[config.mk]
export PLATFORM = sky130hd
export DESIGN_NAME = regfile_wb_arbiter
export DESIGN_NICKNAME = d
export VERILOG_FILES = /design/src/rtl/regfile_wb_arbiter.sv
export SDC_FILE = /design/constraint.sdc
export NUM_CORES = 1
export LEC_CHECK = 0
export CAP_MARGIN = 15
export CORE_MARGIN = 10
export CORE_UTILIZATION = 49
export CTS_CLUSTER_DIAMETER = 60
export CTS_CLUSTER_SIZE = 10
export DETAILED_ROUTE_END_ITERATION = 8
export GPL_TIMING_DRIVEN = 1
export PLACE_DENSITY = 0.87
export RECOVER_POWER = 25
export SYNTH_ARGS = -nofsm -noshare
export SYNTH_HDL_FRONTEND = slang
export SYNTH_SLANG_ARGS = --single-unit
[constraint.sdc]
create_clock -name i_CLK -period 10.3 [get_ports i_CLK]
set_clock_uncertainty 0.15 [all_clocks]
set_input_delay 1.03 -clock i_CLK [delete_from_list [all_inputs] [get_ports i_CLK]]
set_output_delay 1.03 -clock i_CLK [all_outputs]
set_load 0.02 [all_outputs]
[src/rtl/regfile_wb_arbiter.sv]
// rtl/regfile_wb_arbiter.sv - round-robin writeback arbiter for the register file write port
//
// Shares one regfile write port between NREQ writeback sources. Each cycle the
// first valid requester after the previous winner is accepted, and its pointer
// and data are registered onto o_WE/o_RD_PTR/o_RD. A 32-entry pending-write
// scoreboard tracks reserved destinations for RAW/WAW stalls. A sticky flag
// records any write of x2 (sp) below SP_LIMIT.
//
// Ports:
//   i_CLK, i_RST_N                clock, asynchronous active-low reset
//   i_REQ_VALID / o_REQ_READY     per-requester handshake, ready one-hot
//   i_REQ_RD_PTR / i_REQ_RD       packed per-requester pointer (5b) and data (XLEN)
//   i_ISSUE_VALID/i_ISSUE_RD_PTR  scoreboard reservation from issue
//   i_RS1_PTR / i_RS2_PTR         hazard query pointers
//   o_RS1_BUSY/o_RS2_BUSY/o_RD_BUSY  scoreboard lookups (registered state only)
//   o_WE / o_RD_PTR / o_RD        registered regfile write port
//   o_SP_OVF                      sticky stack-overflow flag

module regfile_wb_arbiter #(
    parameter int              NREQ     = 3,
    parameter int              XLEN     = 32,
    parameter logic [XLEN-1:0] SP_LIMIT = 32'h2000_0660
) (
    input  logic                 i_CLK,
    input  logic                 i_RST_N,
    input  logic [NREQ-1:0]      i_REQ_VALID,
    output logic [NREQ-1:0]      o_REQ_READY,
    input  logic [NREQ*5-1:0]    i_REQ_RD_PTR,
    input  logic [NREQ*XLEN-1:0] i_REQ_RD,
    input  logic                 i_ISSUE_VALID,
    input  logic [4:0]           i_ISSUE_RD_PTR,
    input  logic [4:0]           i_RS1_PTR,
    input  logic [4:0]           i_RS2_PTR,
    output logic                 o_RS1_BUSY,
    output logic                 o_RS2_BUSY,
    output logic                 o_RD_BUSY,
    output logic                 o_WE,
    output logic [4:0]           o_RD_PTR,
    output logic [XLEN-1:0]      o_RD,
    output logic                 o_SP_OVF
);

    localparam int GW = $clog2(NREQ);

    logic [GW-1:0]   last_grant;
    logic [GW-1:0]   grant_idx;
    logic            grant_found;
    logic [GW:0]     rr_sum;
    logic [4:0]      sel_ptr;
    logic [XLEN-1:0] sel_data;
    logic [31:0]     scoreboard;
    logic [31:0]     sb_next;

    // Round-robin search: walk offsets 1..NREQ from the last winner, wrapping
    // modulo NREQ, so the previous winner is considered last.
    always_comb begin
        grant_found = 1'b0;
        grant_idx   = last_grant;
        rr_sum      = '0;
        for (int i = 1; i <= NREQ; i++) begin
            rr_sum = {1'b0, last_grant} + (GW+1)'(i);
            if (rr_sum >= (GW+1)'(NREQ)) begin
                rr_sum = rr_sum - (GW+1)'(NREQ);
            end
            if (!grant_found && i_REQ_VALID[rr_sum[GW-1:0]]) begin
                grant_found = 1'b1;
                grant_idx   = rr_sum[GW-1:0];
            end
        end
    end

    // Winner's pointer/data mux and one-hot ready.
    always_comb begin
        sel_ptr     = '0;
        sel_data    = '0;
        o_REQ_READY = '0;
        for (int k = 0; k < NREQ; k++) begin
            if (grant_idx == GW'(k)) begin
                sel_ptr        = i_REQ_RD_PTR[5*k +: 5];
                sel_data       = i_REQ_RD[XLEN*k +: XLEN];
                o_REQ_READY[k] = grant_found;
            end
        end
    end

    // Clear on writeback first, then set on issue, so a same-cycle reissue of
    // the same register (a newer producer) keeps the bit set. x0 never pends.
    always_comb begin
        sb_next = scoreboard;
        if (grant_found) begin
            sb_next[sel_ptr] = 1'b0;
        end
        if (i_ISSUE_VALID) begin
            sb_next[i_ISSUE_RD_PTR] = 1'b1;
        end
        sb_next[0] = 1'b0;
    end

    assign o_RS1_BUSY = scoreboard[i_RS1_PTR];
    assign o_RS2_BUSY = scoreboard[i_RS2_PTR];
    assign o_RD_BUSY  = scoreboard[i_ISSUE_RD_PTR];

    always_ff @(posedge i_CLK or negedge i_RST_N) begin
        if (!i_RST_N) begin
            o_WE       <= 1'b0;
            o_RD_PTR   <= '0;
            o_RD       <= '0;
            o_SP_OVF   <= 1'b0;
            scoreboard <= '0;
            last_grant <= GW'(NREQ-1);
        end else begin
            o_WE       <= grant_found;
            scoreboard <= sb_next;
            if (grant_found) begin
                o_RD_PTR   <= sel_ptr;
                o_RD       <= sel_data;
                last_grant <= grant_idx;
                if (sel_ptr == 5'd2 && sel_data < SP_LIMIT) begin
                    o_SP_OVF <= 1'b1;
                end
            end
        end
    end

endmodule
==> load_flow_metrics.sql, run 1 <==
INSERT INTO impl_metrics (metric_group, metric, value, unit) VALUES
('outcome', 'run_status', 'finished, violations left', ''),
('outcome', 'violations', 'capacitance limit, slew limit', ''),
('placed_design', 'buffer_ports.inserted', '176', ''),
('synth', 'post-synth-top-area-cell', 'dfrtp_1', ''),
('grt', 'grt_start_max_net_pins', '73', ''),
('synth', 'synth_seq_area_share', '0.3767', ''),
('final_layout', 'syn2layout_area_growth', '41.41', '%'),
('setup_path', 'timing.critical_path.from_type', 'primary input', ''),
('routing', 'via_count', '4887', ''),
('sta', 'final-hold-violation-count', '0', ''),
('grt', 'remaining_overflow_grt', '0', ''),
('clocking', 'cts_tree', 'built', ''),
('sta', 'min_period_over_period', '0.4942', ''),
('grt', 'grt_pass1_vias', '5099', ''),
('worst_hold_path', 'min_path_cells', '1', ''),
('grt', 'number_of_antenna_violations_at_the_first_check_in_global_routing', '0', ''),
('setup_path', 'arrival', '3.91', 'ns'),
('synth', 'synth_top_flop_cell', 'dfrtp_1', ''),
('synth', 'synth.distinct_cells', '61', ''),
('setup_path', 'path_cells', 'clkdlybuf4s50_1 > nor2b_1 > or3_1 > and3_1 > or2_1 > buf_4 > nor3_1 > clkdlybuf4s50_1', ''),
('clocking', 'ctsResizeCount', '0', ''),
('routing', 'number_of_vias_per_cell_after_detailed_routing', '6.241', ''),
('setup_path', 'crit_path_end', 'o_REQ_READY[2]', ''),
('final_layout', 'final_nets', '780', ''),
('placed_design', 'place_hpwl', '13490', 'um'),
('setup_path', 'worst_path_most_repeated_cell', 'clkdlybuf4s50_1', ''),
('floorplan', 'core.rowCount', '36', ''),
('final_layout', 'post-route-util', '0.7021', ''),
('sta', 'holdWs', '0.3599', 'ns'),
('floorplan', 'fp.dieArea', '14120', 'um2'),
('clocking', 'htreeDepth', '3', ''),
('sta', 'final-setup-viol-count', '0', ''),
('synth', 'synth-seq-cells', '72', ''),
('clocking', 'cts.reportedPaths.clkPinSlew', '0.08', 'ns'),
('floorplan', 'dieWidth', '118.8', 'um'),
('clocking', 'cts_hold_repair.buffers', '0', ''),
('final_layout', 'n_antenna_cell', '0', ''),
('routing', 'detail_route.iter0.violations', '450', ''),
('routing', 'post_drt_wl_per_cell', '21.66', 'um'),
('setup_path', 'path_class', 'in -> out', ''),
('sta', 'slew_headroom', '-1.491', ''),
('final_layout', 'num-fill-cells', '708', ''),
('floorplan', 'ioPinCount', '177', ''),
('clocking', 'clock_tree_sinks', '72', ''),
('synth', 'yosys-top-cells-count', 'dfrtp_1 (71), nor2_1 (49), a21oi_1 (34), nand2_1 (33), o21ai_1 (32)', ''),
('sta', 'fmax', '0.1965', 'GHz'),
('synth', 'synth_top_cell_area_share', '0.3712', ''),
('clocking', 'post-cts-setup-buffer-count', '0', ''),
('synth', 'syn_nets', '621', ''),
('setup_path', 'critical_path.reg2reg.startpoint', 'last_grant[1]', ''),
('pwr', 'pwr_density_cell', '356.8', 'nW/um2'),
('sta', 'layout_min_cycle_time', '5.090', 'ns'),
('floorplan', 'floorplan.initialDensity', '0.4965', ''),
('placed_design', 'dp_slack', '5.189', 'ns'),
('setup_path', 'endpoint_kind', 'output port', ''),
('synth', 'synthArstFlopShare', '1.000', ''),
('synth', 'average_instance_area_after_synthesis', '9.847', 'um2'),
('sta', 'fin_ws', '5.210', 'ns'),
('grt', 'grt_usage', '0.2381', ''),
('routing', 'dr.pass1.iters', '7', ''),
('clocking', 'cts_buffers', '9', ''),
('sta', 'final_max_slew_viol_count', '73', ''),
('placed_design', 'globalplace.congestion', '0.9320', ''),
('sta', 'tightest_slew', '3.737', 'ns'),
('routing', 'drc', '0', ''),
('synth', 'ys_top_cells_by_area', 'dfrtp_1 (37%), mux4_2 (12%), mux2_2 (4.0%)', ''),
('job', 'maxCapViolations', '1', ''),
('synth', 'synth.yosys.warnings', '0', ''),
('floorplan', 'die_h', '118.8', 'um'),
('synth', 'yosysMostFrequentCell', 'dfrtp_1', ''),
('setup_path', 'worst-path-max-fanout', '26', '');
## cell type report
class	count	area [um2]	share of cell area
well taps	133	166.4	0.02459
clock buffers	9	123.9	0.01830
flip-flops and latches	72	1803	0.2664
repair buffers	181	1788	0.2642
inverters	12	57.56	0.008504
multi-input cells	369	2758	0.4075
clock inverters	7	71.32	0.01054
## layout by cell type, fill, tap and decap left out, types with 9 or more instances in the layout
master             n
inv_1              9
o2bb2ai_1         13
nand2_1           33
o21ai_1           32
a21oi_1           34
dfrtp_1           71
mux2i_1           12
clkdlybuf4s50_1  175
clkbuf_8           9
nor2_1            49
nand3_1           16
mux4_2            25
a221oi_1           9
mux2_2            17
o21ai_0           28
## per-layer routing
metal	vias to the layer above	GRT usage	wire length, um
met1	2377	0.2670	6087
met2	299	0.4058	8526
li1	2183	-	-
met3	28	0.08975	1926
met5	-	0	0
met4	0	0.08702	423
## registers in the layout (all words and copies together), names as in the netlist
signal,count
last_grant,2
o_RD,32
o_RD_PTR,5
o_SP_OVF,1
o_WE,1
scoreboard,31
## worst max-delay path, delay by kind of cell
kind | cells | cell delay (ns)
buf+inv | 3 | 1.44
simple gates | 5 | 1.44
## power by group
group | leakage, nW | total, W | internal, W | switching [W]
clock | 0.0916 | 0.000222 | 0.000112 | 0.000111
sequential | 0.877 | 0.000546 | 0.000437 | 0.000109
combinational | 1.63 | 0.00165 | 0.000687 | 0.000959
## kinds of logic after synthesis
logic type,Yosys count,share of synthesized area
AO/OA/AOI/OAI,165,0.2259
multiplexers,61,0.1992
adder cells (fa/ha/maj),3,0.007844
buffers and inverters,45,0.04706
flip-flops,72,0.3767
AND/OR/NAND/NOR,140,0.1433
## worst min path at each step
stage / startpoint / slack [ns] / end
6_report: o_RD[6] / 0.36 / o_RD[6]
5_1_grt: o_SP_OVF / 0.37 / o_SP_OVF
4_1_cts: o_RD[27] / 0.36 / o_RD[27]
3_5_place_dp: o_RD[6] / 0.35 / o_RD[6]
3_3_place_gp: o_RD_PTR[0] / 0.33 / o_RD_PTR[0]
2_1_floorplan: scoreboard[18] / 0.33 / scoreboard[18]
## per-stage QoR
stage | total power, W | instances | cell area [um2]
final | 0.002414 | 783 | 6768
after CTS | 0.002405 | 781 | 6761
after floorplan | 0.001671 | 486 | 4786
after global placement | 0.002115 | 765 | 6566
after global routing | 0.002586 | 783 | 6768
after detailed placement | 0.002179 | 765 | 6566
Power figures use the tool's default switching activity.
==> run 2, diff against run 1 <==
--- a/config.mk
+++ b/config.mk
@@ -7,12 +7,12 @@
 export LEC_CHECK = 0
 export CAP_MARGIN = 15
 export CORE_MARGIN = 10
-export CORE_UTILIZATION = 49
+export CORE_UTILIZATION = 45
 export CTS_CLUSTER_DIAMETER = 60
 export CTS_CLUSTER_SIZE = 10
 export DETAILED_ROUTE_END_ITERATION = 8
 export GPL_TIMING_DRIVEN = 1
-export PLACE_DENSITY = 0.87
+export PLACE_DENSITY = 0.81
 export RECOVER_POWER = 25
 export SYNTH_ARGS = -nofsm -noshare
 export SYNTH_HDL_FRONTEND = slang
==> constraint.sdc (replaced) <==
create_clock -name i_CLK -period 5.1 [get_ports i_CLK]
set_clock_uncertainty 0.15 [all_clocks]
set_input_delay 0.51 -clock i_CLK [delete_from_list [all_inputs] [get_ports i_CLK]]
set_output_delay 0.51 -clock i_CLK [all_outputs]
set_load 0.02 [all_outputs]
==> run 2 against run 1 <==
Compared with the run above: the flow still finishes with violations (capacitance limit, slew limit); final area is 0.76% higher; critical path type is now reg -> out; critical endpoint unchanged; critical path depth up 1; count of clock-buffer cells in the layout did not move.
==> load_flow_metrics.sql, run 2 (same netlist as run 1, synthesis figures left out) <==
INSERT INTO impl_metrics (metric_group, metric, value, unit) VALUES
('outcome', 'run_status', 'finished, violations left', ''),
('outcome', 'violations', 'capacitance limit, slew limit', ''),
('final_layout', 'final_nets', '783', ''),
('setup_path', 'path_class', 'reg -> out', ''),
('clocking', 'cts_tree', 'built', ''),
('sta', 'tightest_slew', '3.870', 'ns'),
('final_layout', 'seq_area', '1803', 'um2'),
('setup_path', 'timing.critical_path.from_type', 'flip-flop', ''),
('final_layout', 'post-route-util', '0.6605', ''),
('grt', 'met1_usage', '0.2753', ''),
('grt', 'number_of_antenna_violations_at_the_first_check_in_global_routing', '0', ''),
('routing', 'drc', '0', ''),
('grt', 'gr-usage-met3', '0.1030', ''),
('routing', 'ant_nets', '0', ''),
('sta', 'final_max_slew_viol_count', '73', ''),
('clocking', 'clockBufferDepth', '2', ''),
('clocking', 'htreeDepth', '3', ''),
('final_layout', 'register_with_the_highest_flop_count', 'o_RD', ''),
('floorplan', 'core.rowCount', '37', ''),
('sta', 'holdWs', '0.3634', 'ns'),
('grt', 'remaining_overflow_grt', '0', ''),
('setup_path', 'worst-path-max-fanout', '26', ''),
('pwr', 'p_leak', '2.639', 'nW'),
('sta', 'layout_min_cycle_time', '4.419', 'ns'),
('routing', 'number_of_vias_per_cell_after_detailed_routing', '6.082', ''),
('final_layout', 'mostFrequentLayoutCells', 'clkdlybuf4s50_1 (175), dfrtp_1 (71), nor2_1 (49), a21oi_1 (34), nand2_1 (33)', ''),
('sta', 'min_period_over_period', '0.8665', ''),
('grt', 'grt_pass1_vias', '5108', ''),
('floorplan', 'fp.dieArea', '15160', 'um2'),
('sta', 'fin_tns_setup', '0', 'ns'),
('final_layout', 'n_antenna_cell', '0', ''),
('final_layout', 'syn2layout_area_growth', '42.48', '%'),
('floorplan', 'die_h', '123.1', 'um'),
('worst_hold_path', 'min-delay-path-class', 'reg -> reg', ''),
('setup_path', 'critical_path.reg2reg.startpoint', 'last_grant[0]', ''),
('sta', 'fmax', '0.2263', 'GHz'),
('final_layout', 'mostFrequentLayoutCell', 'clkdlybuf4s50_1', ''),
('floorplan', 'floorplan.initialDensity', '0.4636', ''),
('clocking', 'cts.reportedPaths.clkPinSlew', '0.07', 'ns'),
('clocking', 'clock_tree_sinks', '72', ''),
('sta', 'slew_headroom', '-1.580', ''),
('grt', 'grt_usage', '0.2371', ''),
('clocking', 'post-cts-setup-buffer-count', '0', ''),
('final_layout', 'max_reg_flops', '32', ''),
('clocking', 'clk_latency', '0.34', 'ns'),
('pwr', 'report.power.total', '0.004977', 'W'),
('placed_design', 'buffer_ports.inserted', '176', ''),
('routing', 'drt_wl_total', '17930', 'um'),
('floorplan', 'core_area', '10320', 'um2'),
('final_layout', 'largest_registers', 'o_RD: 32 flops, scoreboard: 31 flops, o_RD_PTR: 5 flops', ''),
('final_layout', 'num-fill-cells', '841', ''),
('setup_path', 'endpoint_kind', 'output port', ''),
('grt', 'grt_first_pass_wirelength', '27860', 'um'),
('routing', 'via_count', '4799', ''),
('clocking', 'cts.root.buffer_cell', 'clkbuf_8', ''),
('floorplan', 'ioPinCount', '177', ''),
('worst_hold_path', 'min_path_cells', '2', ''),
('placed_design', 'placed_cell_area', '6593', 'um2'),
('floorplan', 'dieWidth', '123.1', 'um'),
('job', 'maxCapViolations', '1', ''),
('clocking', 'cts_hold_repair.buffers', '0', ''),
('placed_design', 'place_hpwl', '14060', 'um'),
('sta', 'final-setup-viol-count', '0', ''),
('clocking', 'ctsResizeCount', '0', ''),
('worst_hold_path', 'worst_hold_startpoint', 'o_RD[16]', ''),
('setup_path', 'setup.reg_to_reg.worst_slack', '0.80', 'ns'),
('setup_path', 'arrival', '3.76', 'ns'),
('routing', 'dr.pass1.iters', '5', ''),
('final_layout', 'final_design_area_no_fill', '6819', 'um2'),
('clocking', 'cts_buffers', '9', ''),
('setup_path', 'data_required_critical_path', '4.44', 'ns'),
('grt', 'grt_start_max_net_pins', '73', ''),
('placed_design', 'globalplace.congestion', '0.9366', ''),
('routing', 'post_drt_wl_per_cell', '22.72', 'um'),
('sta', 'final-hold-violation-count', '0', ''),
('setup_path', 'reg2reg_to', 'scoreboard[17]', ''),
('final_layout', 'area_occupied_by_multi_input_gates', '2758', 'um2'),
('routing', 'detail_route.iter0.violations', '378', ''),
('grt', 'groute.layer.met2.usage', '0.3915', ''),
('grt', 'grt_most_used_layer', 'met2', ''),
('final_layout', 'ratio_of_cells_with_drive_above_1_in_the_final_layout', '0.1225', ''),
('pwr', 'peakVddDrop', '0.4082', 'mV'),
('setup_path', 'r2r.worst_path.cells', '12', ''),
('sta', 'rsz0062_at_grt', 'false', ''),
('pwr', 'pwr_density_cell', '729.9', 'nW/um2'),
('worst_hold_path', 'hold_critical_path_endpoint', 'o_RD[16]', '');
-- run 2: area by class of cell --
type,count,area share
multi-input cells,369,0.4044
repair buffers,184,0.2655
flip-flops and latches,72,0.2644
well taps,136,0.02495
clock buffers,9,0.01817
clock inverters,7,0.01413
inverters,12,0.008440
-- run 2: per-layer routing --
metal | up-vias | wire [um] | part of all wire
li1 | 2195 | - | -
met1 | 2302 | 6796 | 0.38
met3 | 23 | 2197 | 0.12
met4 | 0 | 289 | 0.016
met5 | - | 0 | 0
met2 | 279 | 8641 | 0.48
-- run 2: critical path: stages (launching register included) --
cell and delay [ns]:
dfrtp_1 0.46, inv_1 0.14, ha_1 0.47, a21bo_1 0.27, a211o_1 0.28, and3_1 0.33
or2_1 0.36, buf_4 0.27, nor3_1 0.17, clkdlybuf4s50_1 0.65
-- run 2: worst max path at each step --
| stage | start | to | slack, ns | depth (start not counted) |
|---|---|---|---|---|
| final | last_grant[0] | o_REQ_READY[2] | 0.68 | 9 |
| after global routing | last_grant[0] | scoreboard[17] | 0.37 | 12 |
| after CTS | last_grant[0] | o_REQ_READY[2] | 0.70 | 9 |
| after detailed placement | i_REQ_VALID[1] | scoreboard[17] | 0.78 | 11 |
| after global placement | i_REQ_VALID[1] | scoreboard[17] | 0.89 | 11 |
| after floorplan | last_grant[1] | o_SP_OVF | 1.47 | 15 |
-- run 2: power breakdown --
| group | switching [W] | total [W] | leakage [nW] | internal, W |
|---|---|---|---|---|
| registers | 0.000229 | 0.00111 | 0.877 | 0.000882 |
| clock network | 0.000221 | 0.000497 | 0.113 | 0.000276 |
| logic | 0.00196 | 0.00337 | 1.65 | 0.00141 |
-- run 2: per-stage QoR --
step,setup WS [ns],std cells
after floorplan,1.471,486
after global placement,0.8857,771
after detailed placement,0.7840,771
after CTS,0.6958,787
after global routing,0.3659,789
final,0.6808,789
==> run 3, diff against run 2 <==
--- a/config.mk
+++ b/config.mk
@@ -7,12 +7,13 @@
 export LEC_CHECK = 0
 export CAP_MARGIN = 15
 export CORE_MARGIN = 10
-export CORE_UTILIZATION = 45
+export CORE_UTILIZATION = 46
+export CTS_BUF_LIST = sky130_fd_sc_hd__clkbuf_4
 export CTS_CLUSTER_DIAMETER = 60
 export CTS_CLUSTER_SIZE = 10
 export DETAILED_ROUTE_END_ITERATION = 8
 export GPL_TIMING_DRIVEN = 1
-export PLACE_DENSITY = 0.81
+export PLACE_DENSITY = 0.84
 export RECOVER_POWER = 25
 export SYNTH_ARGS = -nofsm -noshare
 export SYNTH_HDL_FRONTEND = slang
==> run 3 against run 2 <==
Compared with the run above: critical path type unchanged; largest cell class unchanged; critical endpoint unchanged; the run still ends with capacitance limit, slew limit left; total power decreased by 0.89%; final area decreased by 0.48%; critical path depth unchanged; first-iteration DRC count increased by 14%; non-clock buffer count decreased by 1; register-to-register slack got worse by 0.06 ns; clock power decreased by 4.4%; sequential power about the same; count of clock-buffer cells in the layout increased by 1.
==> load_flow_metrics.sql, run 3 (same netlist as run 1, synthesis figures left out) <==
INSERT INTO impl_metrics (metric_group, metric, value, unit) VALUES
('outcome', 'run_status', 'finished, violations left', ''),
('outcome', 'violations', 'capacitance limit, slew limit', ''),
('sta', 'fin_tns_setup', '0', 'ns'),
('sta', 'fmax', '0.2207', 'GHz'),
('routing', 'post_drt_wl_per_cell', '21.62', 'um'),
('pwr', 'power.combinational.fraction', '0.681', ''),
('clocking', 'clockBufferDepth', '2', ''),
('setup_path', 'worst-path-buf-inv', '3', ''),
('routing', 'drt_wl_total', '17080', 'um'),
('final_layout', 'num-fill-cells', '839', ''),
('sta', 'slew_headroom', '-1.489', ''),
('setup_path', 'path_cells', 'inv_1 > ha_1 > a21boi_0 > a31o_1 > a311o_2 > or2_1 > buf_4 > nor3_1 > clkdlybuf4s50_1', ''),
('final_layout', 'final_design_area_no_fill', '6787', 'um2'),
('setup_path', 'r2r.worst_path.cells', '13', ''),
('pwr', 'power.internal', '0.002543', 'W'),
('sta', 'min_period_over_period', '0.8883', ''),
('final_layout', 'register_with_the_highest_flop_count', 'o_RD', ''),
('floorplan', 'die_h', '122', 'um'),
('grt', 'grt_first_pass_wirelength', '27200', 'um'),
('clocking', 'ctsResizeCount', '0', ''),
('grt', 'remaining_overflow_grt', '0', ''),
('clocking', 'post-cts-setup-buffer-count', '0', ''),
('placed_design', 'place_hpwl', '13480', 'um'),
('placed_design', 'dp_slack', '0.6802', 'ns'),
('worst_hold_path', 'min_path_cells', '1', ''),
('grt', 'grt_pass1_vias', '5104', ''),
('sta', 'final-hold-violation-count', '0', ''),
('grt', 'grt_start_max_net_pins', '73', ''),
('final_layout', 'max_reg_flops', '32', ''),
('setup_path', 'worst-path-max-fanout', '26', ''),
('final_layout', 'largest_registers', 'o_RD: 32 flops, scoreboard: 31 flops, o_RD_PTR: 5 flops', ''),
('routing', 'detail_route.iter0.violations', '430', ''),
('final_layout', 'syn2layout_area_growth', '41.80', '%'),
('floorplan', 'core.rowCount', '37', ''),
('placed_design', 'placed_cell_area', '6585', 'um2'),
('sta', 'rsz0062_at_grt', 'false', ''),
('placed_design', 'globalplace.congestion', '0.9086', ''),
('setup_path', 'timing.critical_path.slowest_cell_delay', '0.67', 'ns'),
('clocking', 'cts_hold_repair.buffers', '0', ''),
('pwr', 'pwr_density_cell', '726.9', 'nW/um2'),
('final_layout', 'mostFrequentLayoutCell', 'clkdlybuf4s50_1', ''),
('setup_path', 'timing.critical_path.from_type', 'flip-flop', ''),
('pwr', 'p_leak', '2.618', 'nW'),
('sta', 'fin_ws', '0.5699', 'ns'),
('clocking', 'clock_tree_sinks', '72', ''),
('setup_path', 'path_class', 'reg -> out', ''),
('clocking', 'cts_tree', 'built', ''),
('worst_hold_path', 'min-delay-path-class', 'reg -> reg', ''),
('routing', 'drc', '0', ''),
('pwr', 'power_frac_seq', '0.223', ''),
('setup_path', 'worst_path_dominant_cell_family', 'buffers and inverters', ''),
('routing', 'via_count', '4808', ''),
('job', 'maxCapViolations', '1', ''),
('floorplan', 'fp.dieArea', '14880', 'um2'),
('setup_path', 'path_depth', '9', ''),
('pwr', 'peakVddDrop', '0.4916', 'mV'),
('sta', 'final-setup-viol-count', '0', ''),
('floorplan', 'floorplan.initialDensity', '0.4678', ''),
('placed_design', 'buffer_ports.inserted', '176', ''),
('setup_path', 'data_required_critical_path', '4.44', 'ns'),
('setup_path', 'cp_slowest_cell', 'clkdlybuf4s50_1', ''),
('clocking', 'cts.root.buffer_cell', 'clkbuf_4', ''),
('sta', 'tightest_slew', '3.734', 'ns'),
('floorplan', 'dieWidth', '122', 'um'),
('clocking', 'clk_latency', '0.43', 'ns'),
('clocking', 'cts.reportedPaths.clkPinSlew', '0.14', 'ns'),
('pwr', 'switchingPower', '0.002390', 'W'),
('routing', 'number_of_vias_per_cell_after_detailed_routing', '6.086', ''),
('setup_path', 'arrival', '3.87', 'ns'),
('routing', 'dr.pass1.iters', '5', ''),
('routing', 'ant_nets', '0', ''),
('floorplan', 'core_area', '10230', 'um2'),
('grt', 'grt_usage', '0.2320', ''),
('sta', 'layout_min_cycle_time', '4.530', 'ns'),
('clocking', 'cts_buffers', '9', ''),
('sta', 'final_max_slew_viol_count', '73', ''),
('final_layout', 'mostFrequentLayoutCells', 'clkdlybuf4s50_1 (175), dfrtp_1 (71), nor2_1 (49), a21oi_1 (34), nand2_1 (33)', ''),
('floorplan', 'ioPinCount', '177', ''),
('clocking', 'htreeDepth', '3', ''),
('setup_path', 'endpoint_kind', 'output port', ''),
('final_layout', 'ratio_of_cells_with_drive_above_1_in_the_final_layout', '0.1212', ''),
('final_layout', 'final_nets', '782', ''),
('pwr', 'sw_frac_of_total', '0.4845', ''),
('grt', 'number_of_antenna_violations_at_the_first_check_in_global_routing', '2', ''),
('pwr', 'power.clock.fraction', '0.096', '');
==> run 3: cell count changes in the layout (fill, tap and decap cells not counted), sizes merged <==
cell / change
clkinvlp: +1
inv: +2
bufinv: +1
diode: +2
clkinv: -5
==> run 3: final timing paths <==
check	start	to	slack, ns
worst min-delay path	o_RD[28]	o_RD[28]	0.37
max in group asynchronous	i_RST_N	o_RD[15]	1.52
worst max register to register	last_grant[0]	scoreboard[28]	0.74
worst max-delay path	last_grant[0]	o_REQ_READY[2]	0.57
worst min register to register	o_RD[28]	o_RD[28]	0.37
min in group asynchronous	i_RST_N	scoreboard[28]	1.20
==> run 3: power by group through the flow <==
| stage | Clock [W] | Sequential (W) | Combinational [W] |
|---|---|---|---|
| 4_1_cts | 0.000481 | 0.00109 | 0.00335 |
| 3_3_place_gp | 0 | 0.00108 | 0.00323 |
| 5_1_grt | 0.000508 | 0.00113 | 0.00367 |
| 3_5_place_dp | 0 | 0.00111 | 0.00334 |
| 6_report | 0.000475 | 0.00110 | 0.00336 |
| 2_1_floorplan | 0 | 0.00124 | 0.00214 |
==> run 3: per-stage QoR <==
step | utilization | total power, W | instances | hold WS [ns]
2_1_floorplan | - | 0.003375 | 486 | 0.06441
3_3_place_gp | 0.6436 | 0.004319 | 770 | 0.3366
3_5_place_dp | 0.6436 | 0.004443 | 770 | 0.3431
4_1_cts | 0.6622 | 0.004926 | 786 | 0.06247
5_1_grt | 0.6633 | 0.005312 | 790 | 0.3909
6_report | 0.6633 | 0.004933 | 790 | 0.3691
==> run 3: worst reg2reg max path, delay by kind of cell, from the launching register on <==
family	cells	cell delay, ns
fa+ha+maj	1	0.44
buf+inv	3	0.72
simple gates	4	1.53
flops	1	0.47
compound gates	5	0.91
==> run 3: area by class of cell <==
type	instances	area [um2]	area share
multi-input combinational	369	2758	0.4063
inverter	12	57.56	0.008481
tap	136	170.2	0.02507
clock buffer	10	75.07	0.01106
timing repair buffer	183	1803	0.2657
sequential	72	1803	0.2657
clock inverter	6	115.1	0.01696
antenna	2	5.005	0.0007375
==> run 3: per-layer routing <==
| metal | routed length, um | vias up | track usage |
|---|---|---|---|
| li1 | - | 2203 | - |
| met1 | 6146 | 2340 | 0.2493 |
| met2 | 8503 | 238 | 0.3943 |
| met3 | 2009 | 27 | 0.1018 |
| met4 | 417 | 0 | 0.08942 |
| met5 | 0 | - | 0 |
